`src/rtl/uc.sv`:
```
// Control unit: combinational instruction decode gated by a RUN/HALT/ERROR FSM,
// plus a 16-bit retired-instruction counter.
module uc (
    input  logic        clk,
    input  logic        reset,
    input  logic [5:0]  Opcode,
    input  logic        z,
    output logic        s_inc,
    output logic        s_inm,
    output logic        we,
    output logic        wez,
    output logic [2:0]  ALUOp,
    output logic        halted,
    output logic        illegal,
    output logic [15:0] instr_count
);

    typedef enum logic [1:0] {RUN, HALT, ERROR} state_t;

    state_t      state_q, state_d;
    logic [15:0] cnt_q, cnt_d;

    logic [2:0] cls, sub;
    logic       dec_s_inc, dec_s_inm, dec_we, dec_wez;
    logic [2:0] dec_aluop;
    logic       dec_halt, dec_illegal;

    assign cls = Opcode[5:3];
    assign sub = Opcode[2:0];

    always_comb begin
        dec_s_inc   = 1'b0;
        dec_s_inm   = 1'b0;
        dec_we      = 1'b0;
        dec_wez     = 1'b0;
        dec_aluop   = 3'b000;
        dec_halt    = 1'b0;
        dec_illegal = 1'b0;
        case (cls)
            3'b000: begin
                dec_we    = 1'b1;
                dec_wez   = 1'b1;
                dec_s_inc = 1'b1;
                dec_aluop = sub;
            end
            3'b001: begin
                dec_we    = 1'b1;
                dec_wez   = 1'b1;
                dec_s_inm = 1'b1;
                dec_s_inc = 1'b1;
                dec_aluop = sub;
            end
            3'b010: begin
                dec_we    = 1'b1;
                dec_s_inm = 1'b1;
                dec_s_inc = 1'b1;
            end
            3'b100: dec_s_inc = 1'b0;
            3'b101: dec_s_inc = ~z;
            3'b110: dec_s_inc = z;
            3'b111: begin
                if (sub == 3'b000) begin
                    dec_s_inc = 1'b1;
                end else if (sub == 3'b111) begin
                    dec_halt = 1'b1;
                end else begin
                    dec_illegal = 1'b1;
                end
            end
            default: dec_illegal = 1'b1;
        endcase
    end

    // Outputs: reset forces everything idle; HALT/ERROR park the PC on the self-jump.
    always_comb begin
        s_inc   = 1'b0;
        s_inm   = 1'b0;
        we      = 1'b0;
        wez     = 1'b0;
        ALUOp   = 3'b000;
        halted  = 1'b0;
        illegal = 1'b0;
        if (!reset) begin
            case (state_q)
                RUN: begin
                    s_inc = dec_s_inc;
                    s_inm = dec_s_inm;
                    we    = dec_we;
                    wez   = dec_wez;
                    ALUOp = dec_aluop;
                end
                HALT:    halted  = 1'b1;
                ERROR:   illegal = 1'b1;
                default: ;
            endcase
        end
    end

    always_comb begin
        state_d = state_q;
        cnt_d   = cnt_q;
        if (state_q == RUN) begin
            if (dec_illegal) begin
                state_d = ERROR;
            end else begin
                cnt_d = cnt_q + 16'd1;
                if (dec_halt) begin
                    state_d = HALT;
                end
            end
        end
    end

    always_ff @(posedge clk) begin
        if (reset) begin
            state_q <= RUN;
            cnt_q   <= 16'h0000;
        end else begin
            state_q <= state_d;
            cnt_q   <= cnt_d;
        end
    end

    assign instr_count = cnt_q;

endmodule

```
`config.mk`:
```
export PLATFORM = sky130hd
export DESIGN_NAME = uc
export DESIGN_NICKNAME = d
export VERILOG_FILES = /design/src/rtl/uc.sv
export SDC_FILE = /design/constraint.sdc
export NUM_CORES = 1
export LEC_CHECK = 0
export CORE_MARGIN = 10
export CORE_UTILIZATION = 47
export CTS_CLUSTER_DIAMETER = 50
export DETAILED_ROUTE_END_ITERATION = 10
export PLACE_DENSITY_LB_ADDON = 0.05
export SYNTH_ARGS = -nofsm -noshare
export SYNTH_HDL_FRONTEND = slang
export SYNTH_SLANG_ARGS = --single-unit
```
`constraint.sdc`:
```
create_clock -name clk -period 4.18 [get_ports clk]
set_clock_uncertainty 0.05 [all_clocks]
set_input_delay 0.836 -clock clk [delete_from_list [all_inputs] [get_ports clk]]
set_output_delay 0.836 -clock clk [all_outputs]
set_load 0.005 [all_outputs]
```
# Word-level counts from Yosys, hierarchy flattened
# Index checks and enable logic that the tools add are counted.
[op_classes] add_sub_neg=1 n_eq_ne=9 mux=28 bitwise=2 reduce_logical=10
[op_table] operator="2-to-1 mux 1 bit" count=21
[op_table] operator="adder 16 x 1 -> 16 bit (second input constant)" count=1
[op_table] operator="== test 3 bit (second input constant)" count=5
[op_table] operator="2-to-1 mux 3 bit" count=3
[op_table] operator="zero test 3 bit" count=2
[op_table] operator="OR reduction 6 bit" count=1
[op_table] operator="2-to-1 mux 2 bit" count=2
[op_table] operator="one-hot mux 1 bit (4 select lines)" count=1
[op_table] operator="AND reduction 2 bit" count=2
[op_table] operator="OR reduction 2 bit" count=2
[op_table] operator="== test 3 x 1 -> 1 bit (second input constant)" count=1
[op_table] operator="== test 3 x 2 -> 1 bit (second input constant)" count=1
[op_table] operator="OR reduction 3 bit" count=1
[op_table] operator="== test 2 x 1 -> 1 bit (second input constant)" count=1
[op_table] operator="== test 2 bit (second input constant)" count=1
[op_table] operator="zero test 2 bit" count=1
[op_table] operator="inverter 1 bit" count=2
[op_table] operator="one-hot mux 1 bit (2 select lines)" count=1
[op_table] operator="nonzero test 2 bit" count=1
[word_totals] regBits=18 input_bits=9 out_inout_bits=25 elab_cells=52

# Logic depth before layout (Yosys ltp)
# Gate-level depths: netlist (run 1).
[logic_depth] ltp_word=6 ltp_mapped=5 depth_no_buf=4

# Worst setup path after synthesis (run 1)
# No wires, ideal clock.
[synth_timing] kind="input port to output port" startpoint="input port reset" endpoint="output port ALUOp[0]" t_arrival_ns=1.442 required_time_ns=3.294 path_slack_ns=1.852 path_stages=4 path_buffers=0 cell_sequence="nor3_1 -> nand2b_1 -> nor2_1 -> and2_2"
[synth_between] elab_chain_cells=1
[synth_lines] item="start: declaration" line_no="5" source="input logic reset,"
[synth_lines] item="2-to-1 mux 3 bit" line_no="83" source="if (!reset) begin"
[synth_lines] item="end: declaration" line_no="12" source="output logic [2:0] ALUOp,"
# Every way passes these cells.

# Final worst setup path (run 1)
[layout_timing] startpoint="input port Opcode[0]" endpoint="output port s_inc"
[layout_between] elab_chain_cells=5
[layout_lines] item="start: declaration" line_no="6" source="input logic [5:0] Opcode,"
[layout_lines] item="zero test 3 bit" line_no="62" source="if (sub == 3'b000) begin"
[layout_lines] item="2-to-1 mux 1 bit" line_no="62"
[layout_lines] item="one-hot mux 1 bit (4 select lines)" line_no="39" source="case (cls)"
[layout_lines] item="2-to-1 mux 1 bit" line_no="84" source="case (state_q)"
[layout_lines] item="2-to-1 mux 1 bit" line_no="83"
[layout_lines] item="end: declaration" line_no="8" source="output logic s_inc,"
# Every way passes these cells.

==> run summary, run 1 <==
The number of cell rows is 16. For this run, global-route usage on met3 was measured as 0.0508. The global placement routability congestion is 0.747. After clock tree synthesis, the clock-pin slew on the worst setup and hold paths is 110 ps. The portion of the post-synthesis area used by sequential elements is 0.369. After layout, the worst setup slack is 788 ps. The ratio of total power to cell area came out at 257 mW/mm^2. The max-capacitance violation count is 0. The post-detailed-route DRC marker count came out at 0. Following the worst setup path forward leads to its endpoint at s_inc.

The routed length per instance is 14.9 um. The length in cells of the worst reg-to-reg path is 4. The synthesized area per cell is 8.42 um^2. In this run, synthesis inferred 0 flip-flops with an integrated enable. Along the worst path, the maximum fanout reaches 4. The critical path data required time is 3290 ps. The slew of the pin with the lowest slew margin came out at 758 ps.

The total count of hold-check failures in the final report came out at 0. In the finished design, the share of the clock period the worst path needs comes to 0.811. The mapped netlist covers 977 um^2. The number of buffers inserted during clock tree synthesis came out at 3. The master cell of the clock root buffer is sky130_fd_sc_hd__clkbuf_4. In this run the critical register-to-register path is captured at instr_count[13]. The number of unique standard cell types used by synthesis came out at 29.

The via count of the first global-routing pass came out at 956. In this run the worst hold path is classified as flip-flop to flip-flop. The initial antenna violation count is 0. The met1 track demand over resource came out at 0.122. The number of buffers added on ports came out at 33. Setup violations remaining at the end of the flow were counted as 0. The post-cts repair resize count came out at 0. The run finished with clean final reports. The total routing resource utilization after global routing is 0.116. For met2 alone, demand over resource in global routing was 0.207.

The global-route congestion overflow total is 0. The path type of the worst setup path is input pin to output pin. The total number of clock tree sinks is 18. The number of buffers inserted by hold repair at cts is 0. The area enclosed by the die boundary is 0.00430 mm^2.

The final net count is 161. The sequential cell area came out at 360 um^2. The number of synthesized register bits is 18. The largest vdd supply drop is 189 uV. Summing over every cut layer, the via total after detailed routing is 1001. The detailed placement HPWL came out at 2000 um. In the synthesized netlist, the cells that appear most often are sky130_fd_sc_hd__a21oi_1, sky130_fd_sc_hd__dfxtp_1, sky130_fd_sc_hd__or4_1.

The count of antenna-violating nets left after detailed routing came out at 0. The clock reaches the later pin of the worst-skew pair after 290 ps. Data on the critical path arrives at its endpoint at 2510 ps.

The first-pass iteration count of the detailed router is 4. The portion of synthesized cell area occupied by the leading cell type is 0.369. The area of the core came out at 0.00196 mm^2.

The vertical extent of the die came out at 65.6 um. The number of max-slew violations in the final report is 0. The share of final-layout standard cells stronger than drive strength 1 came out at 0.0733. The startpoint kind of the worst setup timing path is an input pin. The deepest clock path buffer count came out at 2. The critical path starts at Opcode[0]. In this run the horizontal extent of the chip is 65.6 um.

The count of pins on the block boundary is 34. The number of fillers in the final layout is 185. The area overhead of the layout relative to synthesis is 39.7%. The layer flagged by global routing as most heavily used is met2. The first global-routing pass estimated 4160 um of wire. Buffers added to address setup during post-CTS repair amount to 0. The synthesized netlist net count is 126. The post-route core utilization came out at 0.696. For this block, the initial DRC count from the detailed router was 33.

The async set-reset flop share out of synthesis is 0. The startpoint identified for the worst register-to-register timing path is state_q[1]. The maximum number of pins on one net before global-route repair is 21. The predominant post-synthesis flop cell is sky130_fd_sc_hd__dfxtp_1. The number of diodes is 0.

The initial standard-cell utilization of the core came out at 0.498. The setup check on the worst reg-to-reg path leaves a slack of 2290 ps. The post-detailed-routing wire length came out at 2630 um. Setup repair after global routing left no endpoint under its margin. The multi-input combinational cell area is 578 um^2. The setup total negative slack is 0 ps. The worst setup path is captured at an output pin. The total number of yosys warnings is 0.

TritonCTS built the clock tree. The H-tree depth came out at 1. For this design the static power due to leakage is 0.426 nW.

The minimum clock period after layout came out at 3390 ps. sky130_fd_sc_hd__dfxtp_1 takes more of the synthesized area than any other cell. The remaining max-slew budget at the tightest pin came out at 0.492. Yosys attributes the largest share of cell area to sky130_fd_sc_hd__dfxtp_1, sky130_fd_sc_hd__a21oi_1, sky130_fd_sc_hd__or4_1, sky130_fd_sc_hd__o31ai_1, sky130_fd_sc_hd__nand2_1. Synthesis produced 116 cells. Timing analysis after detailed placement gives a worst setup slack of 793 ps. In the routed layout, each cell is associated on average with a via count of 5.66. The timing-limited maximum frequency came out at 295 MHz.
-- layer usage --
layer / vias up / share of wire
met1: 461 / 0.41
met2: 26 / 0.51
met3: 2 / 0.074
li1: 512 / -
met5: - / 0
met4: 0 / 0.0034
-- worst max-delay path, stage by stage --
cell,delay (ps)
sky130_fd_sc_hd__clkdlybuf4s50_1,490
sky130_fd_sc_hd__nor4b_4,390
sky130_fd_sc_hd__o21ai_0,120
sky130_fd_sc_hd__a21oi_1,130
sky130_fd_sc_hd__clkdlybuf4s50_1,530
-- worst min-delay path by stage --
stage,startpoint,end,cells past startpoint
after floorplan,instr_count[15],instr_count[15],2
after global placement,instr_count[15],instr_count[15],2
after detailed placement,instr_count[15],instr_count[15],2
after CTS,instr_count[15],instr_count[15],2
after global routing,instr_count[14],instr_count[14],2
final,instr_count[15],instr_count[15],2
-- layout make-up --
cell class              instances  share of cell area
multi-input cells              90               0.423
repair buffers                 35               0.253
flip-flops and latches         18               0.264
well taps                      27              0.0247
clock buffers                   4              0.0266
inverters                       3             0.00825
-- flip-flops by register name, summed over array words and instances, names as in the netlist --
signal	count
instr_count	16
state_q	2
-- cells in the final DEF, fill, tap and decap left out --
cell type,n
sky130_fd_sc_hd__buf_4,2
sky130_fd_sc_hd__dfxtp_1,18
sky130_fd_sc_hd__nor3_2,1
sky130_fd_sc_hd__nor2_1,6
sky130_fd_sc_hd__clkbuf_4,3
sky130_fd_sc_hd__clkdlybuf4s50_1,33
sky130_fd_sc_hd__and4_2,1
sky130_fd_sc_hd__nand3_1,5
sky130_fd_sc_hd__nor3_1,2
sky130_fd_sc_hd__o31ai_1,11
sky130_fd_sc_hd__nor4b_4,1
sky130_fd_sc_hd__nand2_1,8
sky130_fd_sc_hd__ha_1,1
sky130_fd_sc_hd__inv_1,3
sky130_fd_sc_hd__a21oi_1,18
sky130_fd_sc_hd__xor2_1,1
sky130_fd_sc_hd__nand4_1,4
sky130_fd_sc_hd__or4_1,12
sky130_fd_sc_hd__nand2b_1,1
sky130_fd_sc_hd__or3_1,3
sky130_fd_sc_hd__xnor2_1,1
sky130_fd_sc_hd__clkbuf_8,1
sky130_fd_sc_hd__o21ai_0,4
sky130_fd_sc_hd__and4_1,2
sky130_fd_sc_hd__o31ai_2,1
sky130_fd_sc_hd__and3_1,1
sky130_fd_sc_hd__and2_2,1
sky130_fd_sc_hd__nor3b_1,1
sky130_fd_sc_hd__and2_1,2
sky130_fd_sc_hd__mux2i_1,2
-- power by group --
group / switching, W / internal [W]
sequential: 0.00000594 / 0.000176
combinational: 0.0000279 / 0.0000315
clock: 0.0000562 / 0.0000530
-- stage by stage --
stage / area, um^2 / cells / power [W] / hold slack, ps
6_report: 1370 / 177 / 0.000351 / 439
5_1_grt: 1370 / 177 / 0.000365 / 477
4_1_cts: 1370 / 177 / 0.000351 / 445
3_5_place_dp: 1330 / 173 / 0.000246 / 430
3_3_place_gp: 1330 / 173 / 0.000244 / 415
2_1_floorplan: 977 / 116 / 0.000213 / 418
-- kinds of logic after synthesis --
| group | count (synthesis) | synth area share |
|---|---|---|
| mux | 2 | 0.0205 |
| compound gates | 34 | 0.210 |
| xor+xnor | 2 | 0.0179 |
| flops | 18 | 0.369 |
| fa+ha+maj | 1 | 0.0128 |
| buf+inv | 8 | 0.0397 |
| simple gates | 51 | 0.330 |
Note: power is estimated with default switching activity, not from simulation.
==> run 2: changes to the inputs <==
--- a/config.mk
+++ b/config.mk
@@ -6,7 +6,7 @@
 export NUM_CORES = 1
 export LEC_CHECK = 0
 export CORE_MARGIN = 10
-export CORE_UTILIZATION = 47
+export CORE_UTILIZATION = 40
 export CTS_CLUSTER_DIAMETER = 50
 export DETAILED_ROUTE_END_ITERATION = 10
 export PLACE_DENSITY_LB_ADDON = 0.05
==> constraint.sdc (replaced) <==
create_clock -name clk -period 3.08 [get_ports clk]
set_clock_uncertainty 0.05 [all_clocks]
set_input_delay 0.616 -clock clk [delete_from_list [all_inputs] [get_ports clk]]
set_output_delay 0.616 -clock clk [all_outputs]
set_load 0.005 [all_outputs]
==> run 2 against run 1 <==
Wire length up 0.15%. Utilization down 9.5 points. Worst setup slack worse by 650 ps. Critical path type unchanged. Combinational power up 35%. Clock power up 39%. Non-clock buffer count unchanged. Global-route usage down 1.1 points. Sequential power up 36%. Critical path depth unchanged.
==> run summary, run 2 (synthesis gave the netlist of run 1 again) <==
The maximum number of pins on one net before global-route repair is 21 (unchanged). The share of final-layout standard cells stronger than drive strength 1 came out at 0.0733 (unchanged). The vertical extent of the die is 69.4 um (was 65.6 um). The critical path's slowest cell is sky130_fd_sc_hd__clkdlybuf4s50_1 (unchanged). The H-tree depth was 1 (unchanged). The post-detailed-routing wire length came to 2640 um (was 2630 um). The number of buffers inserted by hold repair at cts is 0 (unchanged). The setup fix buffers added after clock tree synthesis came to 0 (unchanged). The via count of the first global-routing pass came out at 998 (was 956). The flip-flop count of the largest register, all copies and words added is 16 (unchanged). The post-cts repair resize count came out at 0 (unchanged). The net switching power is 0.000125 W (was 0.0000901 W). The proportion of power drawn by flip-flops and latches came out at 0.515 (was 0.519). Outcome: finished, final reports clean (unchanged). The remaining max-slew budget at the tightest pin is 0.537 (was 0.492). The post-route worst hold slack came out at 442 ps (was 439 ps). The arrival time at the worst endpoint came out at 2280 ps (was 2510 ps). The critical path data required time is 2410 ps (was 3290 ps). The ratio of total power to cell area came to 351 mW/mm^2 (was 257 mW/mm^2). The first-pass iteration count of the detailed router is 4 (unchanged). The share of the clock period used by the worst path is 0.956.

Unrepaired setup endpoints after global routing: false (unchanged). The deepest clock path buffer count came to 2 (unchanged). The final net count is 161 (unchanged). The master cell of the clock root buffer was sky130_fd_sc_hd__clkbuf_4 (unchanged).

The number of buffers added on ports is 33 (unchanged). The total number of vias came out at 1027 (was 1001). The routed length per instance came out at 14.8 um (was 14.9 um).

The initial standard-cell utilization of the core came to 0.429 (was 0.498). The buffer and inverter count on the worst path was 2 (unchanged). The clock share of power came out at 0.317 (was 0.311). The number of cell rows came out at 17 (was 16).

The die width is 69.4 um (was 65.6 um). The type of destination of the critical path is an output pin (unchanged). The biggest cell delay along the critical path was 520 ps (was 530 ps).

The family with the most delay on the worst path is buffers and inverters (unchanged). The post-layout instance count excluding filler cells came out at 178 (was 177). The maximum fanout count along the critical path is 4 (unchanged).

Commonest cells after routing, fill and taps aside: sky130_fd_sc_hd__clkdlybuf4s50_1, sky130_fd_sc_hd__a21oi_1, sky130_fd_sc_hd__dfxtp_1, sky130_fd_sc_hd__or4_1, sky130_fd_sc_hd__o31ai_1 (unchanged). The first-pass GRT wire length is 4450 um (was 4160 um). The largest vdd supply drop is 318 uV (was 189 uV).

The switching fraction of total power came out at 0.262 (was 0.257). The average vias per placed instance came to 5.77 (was 5.66). The number of fillers in the final layout came out at 223 (was 185). The power share of the combinational group came out at 0.168 (was 0.170). The standby leakage power came to 0.426 nW (unchanged). The count of antenna-violating nets left after detailed routing was 0 (unchanged). The clock tree from TritonCTS is done (unchanged).

The number of max-slew violations in the final report came out at 0 (unchanged). The count of pins on the block boundary is 34 (unchanged). The slew of the pin with the lowest slew margin came out at 691 ps (was 758 ps). Cells along the critical path: clkdlybuf4s50_1 > nor4b_4 > o21ai_0 > a21oi_1 > clkdlybuf4s50_1 (unchanged). The minimum clock period after layout is 2940 ps. The global placement routability congestion came out at 0.688 (was 0.747). The path type of the worst setup path is input pin to output pin (unchanged). The initial antenna violation count came out at 0 (unchanged).

The post-detailed-route DRC marker count came out at 0 (unchanged). The total routing resource utilization after global routing is 0.105 (was 0.116). The area of the core came to 0.00228 mm^2 (was 0.00196 mm^2). The max-capacitance violation count is 0 (unchanged). The most common cell after layout, fill and taps aside is sky130_fd_sc_hd__clkdlybuf4s50_1 (unchanged). The clock-pin slew on the worst setup and hold paths is 110 ps (about the same).

The area overhead of the layout relative to synthesis came to 39.8% (was 39.7%). The number of buffers inserted during clock tree synthesis is 3 (unchanged). The number of design-rule violations left by the first detailed-router iteration came out at 65 (was 33). The total number of clock tree sinks is 18 (unchanged). The detailed placement HPWL is 2020 um (was 2000 um). The global-route congestion overflow total is 0 (unchanged). The area enclosed by the die boundary was 0.00482 mm^2 (was 0.00430 mm^2). The dominant cell type by count on the critical path is sky130_fd_sc_hd__clkdlybuf4s50_1 (unchanged).

The total of endpoints with negative setup slack in the final report is 0 (unchanged). The setup total negative slack is 0 ps (unchanged). The kind of path behind the tightest hold check is flip-flop to flip-flop (unchanged). The number of diodes is 0 (unchanged).

The timing-limited maximum frequency came out at 340 MHz. The cell count after placement was 174 (was 173). The startpoint kind of the worst setup timing path is an input pin (unchanged).

The internal power consumption is 0.000354 W (was 0.000261 W). The total count of hold-check failures in the final report came out at 0 (unchanged). The clock latency of the later-clocked register in the worst-skew pair is 300 ps (was 290 ps).
==> run 2: cell counts in the layout (fill, tap and decap cells not counted) <==
No cell type changed its count.
==> run 2: metrics by stage <==
step	total power, W	area, um^2	setup slack [ps]	utilization
after floorplan	0.000289	977	1160	-
after detailed placement	0.000333	1330	117	0.584
after global routing	0.000504	1370	52.3	0.600
after CTS	0.000484	1370	119	0.600
final	0.000479	1370	136	0.600
after global placement	0.000331	1330	170	0.584
==> run 2: final timing paths <==
path	from	to	slack [ps]	cells after the start
setup reg to reg	state_q[1]	instr_count[9]	1220	4
setup / recovery	Opcode[0]	s_inc	140	5
hold / removal	instr_count[15]	instr_count[15]	440	2
hold reg to reg	instr_count[15]	instr_count[15]	440	2
==> run 2: final cells by class <==
class,instances,area (um^2),area share
Inverter,3,11.3,0.00824
Sequential cell,18,360,0.264
Clock buffer,4,36.3,0.0266
Multi-Input combinational cell,90,578,0.423
Timing Repair Buffer,35,345,0.253
Tap cell,28,35.0,0.0256
==> run 2: routing by layer <==
layer  vias to the layer above  track usage  wire length (um)  part of all wire
met3                         2       0.0599               233             0.088
met2                        25        0.173              1300              0.49
met5                         -            0                 0                 0
li1                        521            -                 -                 -
met4                         0       0.0288                17            0.0064
met1                       479        0.111              1080              0.41
==> run 2: worst register-to-register path, cell delays in order, from the launching register on <==
cell and delay (ps):
sky130_fd_sc_hd__dfxtp_1 370, sky130_fd_sc_hd__nor2_1 200, sky130_fd_sc_hd__nand4_1 420, sky130_fd_sc_hd__or4_1 610, sky130_fd_sc_hd__a21oi_1 150
==> run 2: power by group through the flow <==
| stage | clock, W | sequential, W | combinational, W |
|---|---|---|---|
| final | 0.000152 | 0.000247 | 0.0000805 |
| after global placement | 0 | 0.000252 | 0.0000793 |
| after global routing | 0.000164 | 0.000249 | 0.0000908 |
| after floorplan | 0 | 0.000251 | 0.0000375 |
| after detailed placement | 0 | 0.000252 | 0.0000811 |
| after CTS | 0.000155 | 0.000247 | 0.0000815 |
==> run 3: changes to the inputs <==
--- a/config.mk
+++ b/config.mk
@@ -5,6 +5,7 @@
 export SDC_FILE = /design/constraint.sdc
 export NUM_CORES = 1
 export LEC_CHECK = 0
+export CORE_ASPECT_RATIO = 1.75
 export CORE_MARGIN = 10
 export CORE_UTILIZATION = 40
 export CTS_CLUSTER_DIAMETER = 50
==> run 3 against run 2 <==
Count of clock-buffer cells in the layout is the same. Sequential power hardly changed. Critical path type unchanged. Utilization increased by 0.62 points. Largest cell class unchanged. Sequential cell count unchanged. Maximum frequency grew 1.6%. Die area grew 1.6%.
==> run summary, run 3 (synthesis gave the netlist of run 1 again) <==
Outcome: finished, final reports clean (unchanged). The area overhead of the layout relative to synthesis is 42.9% (was 39.8%). The kind of path behind the tightest hold check is flip-flop to flip-flop (unchanged). The post-place instance area came out at 0.00134 mm^2 (was 0.00133 mm^2).

The post-route core utilization came out at 0.607 (was 0.600). The critical path data required time came out at 2410 ps (about the same). The share of the clock period used by the worst path is 0.940 (was 0.956). The number of max-slew violations in the final report came out at 0 (unchanged). The via count of the first global-routing pass came to 1042 (was 998). The maximum number of pins on one net before global-route repair is 21 (unchanged). The post-detailed-routing wire length is 2810 um (was 2640 um). The H-tree depth is 1 (unchanged). The count of antenna-violating nets left after detailed routing came to 0 (unchanged).

The clock tree from TritonCTS is done (unchanged). The first-pass GRT wire length was 4810 um (was 4450 um). The deepest clock path buffer count came out at 2 (unchanged). The total design power came out at 0.000529 W (was 0.000479 W). The count of pins on the block boundary is 34 (unchanged).

The total routing resource utilization after global routing is 0.116 (was 0.105). The final net count came out at 163 (was 161). The post-cts repair resize count is 0 (unchanged). The average vias per placed instance came to 5.91 (was 5.77). The most crowded layer after global routing is met2 (unchanged). The number of design-rule violations left by the first detailed-router iteration came to 14 (was 65). The critical path's slowest cell is sky130_fd_sc_hd__clkdlybuf4s50_1 (unchanged). The first-pass iteration count of the detailed router came out at 4 (unchanged).

The setup total negative slack is 0 ps (unchanged). The setup fix buffers added after clock tree synthesis came out at 0 (unchanged). The minimum clock period after layout is 2900 ps (was 2940 ps). The number of buffers added on ports is 33 (unchanged).

The post-route worst hold slack came out at 424 ps (was 442 ps). The clock latency of the later-clocked register in the worst-skew pair was 260 ps (was 300 ps). Cells along the critical path: clkdlybuf4s50_1 > nor4b_4 > o21ai_0 > a21oi_1 > clkdlybuf4s50_1 (unchanged). The area of the core came out at 0.00230 mm^2 (was 0.00228 mm^2). The detailed placement HPWL is 2200 um (was 2020 um). The die width is 57.4 um (was 69.4 um). The number of cell rows came out at 23 (was 17). The clock-pin slew on the worst setup and hold paths is 70 ps (was 110 ps).

The vertical extent of the die is 85.4 um (was 69.4 um). The slew of the pin with the lowest slew margin is 562 ps (was 691 ps). The number of buffers inserted during clock tree synthesis is 3 (unchanged). The arrival time at the worst endpoint came out at 2230 ps (was 2280 ps). The global-route congestion overflow total is 0 (unchanged). The remaining max-slew budget at the tightest pin came to 0.624 (was 0.537). The standby leakage power is 0.444 nW (was 0.426 nW). The type of destination of the critical path is an output pin (unchanged). The area of all placed cells without fillers is 0.00140 mm^2 (was 0.00137 mm^2). The flip-flop count of the largest register, all copies and words added came out at 16 (unchanged). The timing-limited maximum frequency is 345 MHz (was 340 MHz). The most common cell after layout, fill and taps aside is sky130_fd_sc_hd__clkdlybuf4s50_1 (unchanged).

The path type of the worst setup path is input pin to output pin (unchanged). The maximum fanout count along the critical path came out at 4 (unchanged). The post-detailed-route DRC marker count is 0 (unchanged).

The biggest cell delay along the critical path was 540 ps (was 520 ps). The number of diodes came to 0 (unchanged). The met3 demand-to-capacity share in global routing is 0.0448 (was 0.0599). The routed length per instance is 15.9 um (was 14.8 um). The total number of vias came out at 1046 (was 1027). Unrepaired setup endpoints after global routing: false (unchanged). The ratio of total power to cell area is 379 mW/mm^2 (was 351 mW/mm^2).

The number of buffers inserted by hold repair at cts came out at 0 (unchanged). The dominant cell type by count on the critical path is sky130_fd_sc_hd__clkdlybuf4s50_1 (unchanged). The met1 track demand over resource is 0.113 (was 0.111). Commonest cells after routing, fill and taps aside: sky130_fd_sc_hd__clkdlybuf4s50_1, sky130_fd_sc_hd__a21oi_1, sky130_fd_sc_hd__dfxtp_1, sky130_fd_sc_hd__or4_1, sky130_fd_sc_hd__o31ai_1 (unchanged).

The initial standard-cell utilization of the core is 0.424 (was 0.429). The met2 routing resource usage after global routing is 0.206 (was 0.173). The max-capacitance violation count was 0 (unchanged). The global placement routability congestion came out at 0.784 (was 0.688).

The total number of clock tree sinks is 18 (unchanged). The total of endpoints with negative setup slack in the final report is 0 (unchanged). The initial antenna violation count came out at 0 (unchanged). The largest vdd supply drop came out at 241 uV (was 318 uV). The share of final-layout standard cells stronger than drive strength 1 is 0.0855 (was 0.0733). The total count of hold-check failures in the final report came out at 0 (unchanged). The area enclosed by the die boundary is 0.00490 mm^2 (was 0.00482 mm^2). The startpoint kind of the worst setup timing path is an input pin (unchanged). The master cell of the clock root buffer is sky130_fd_sc_hd__clkbuf_8 (was sky130_fd_sc_hd__clkbuf_4).
-- run 3: changes by cell type in the layout (fill, tap and decap cells not counted) --
| cell | previous run | this run |
|---|---|---|
| sky130_fd_sc_hd__clkbuf_8 | 1 | 4 |
| sky130_fd_sc_hd__buf_4 | 2 | 4 |
| sky130_fd_sc_hd__clkbuf_4 | 3 | 0 |
-- run 3: stage by stage --
step / worst slack (ps) / std cells
after floorplan: 1160 / 116
after global placement: 206 / 173
after detailed placement: 198 / 173
after CTS: 177 / 177
after global routing: 44.9 / 177
final: 184 / 177
-- run 3: power by group --
group          switching [W]  internal [W]
clock network      0.0000852      0.000114
registers         0.00000812      0.000239
logic              0.0000389     0.0000441
total               0.000132      0.000397
-- run 3: final timing paths --
check,cells after the start,to,start,slack [ps]
min reg2reg,2,instr_count[15],instr_count[15],420
max,5,s_inc,Opcode[0],180
max reg2reg,4,instr_count[11],state_q[1],1150
min,2,instr_count[15],instr_count[15],420
-- run 3: cell type report --
class | instances | area [um^2]
fill | 227 | 906
multi-input combinational | 90 | 578
sequential | 18 | 360
timing repair buffer | 37 | 360
clock buffer | 4 | 55.1
tap | 25 | 31.3
inverter | 3 | 11.3
-- run 3: critical path: cells and delay by family --
kind,cells,cell delay (ps)
simple gates,1,310
buf+inv,2,1030
compound gates,2,280
-- run 3: metal layers --
metal	share of wire	up-vias
met5	0	-
met4	0.020	0
met3	0.076	5
met2	0.52	26
met1	0.38	496
li1	-	519
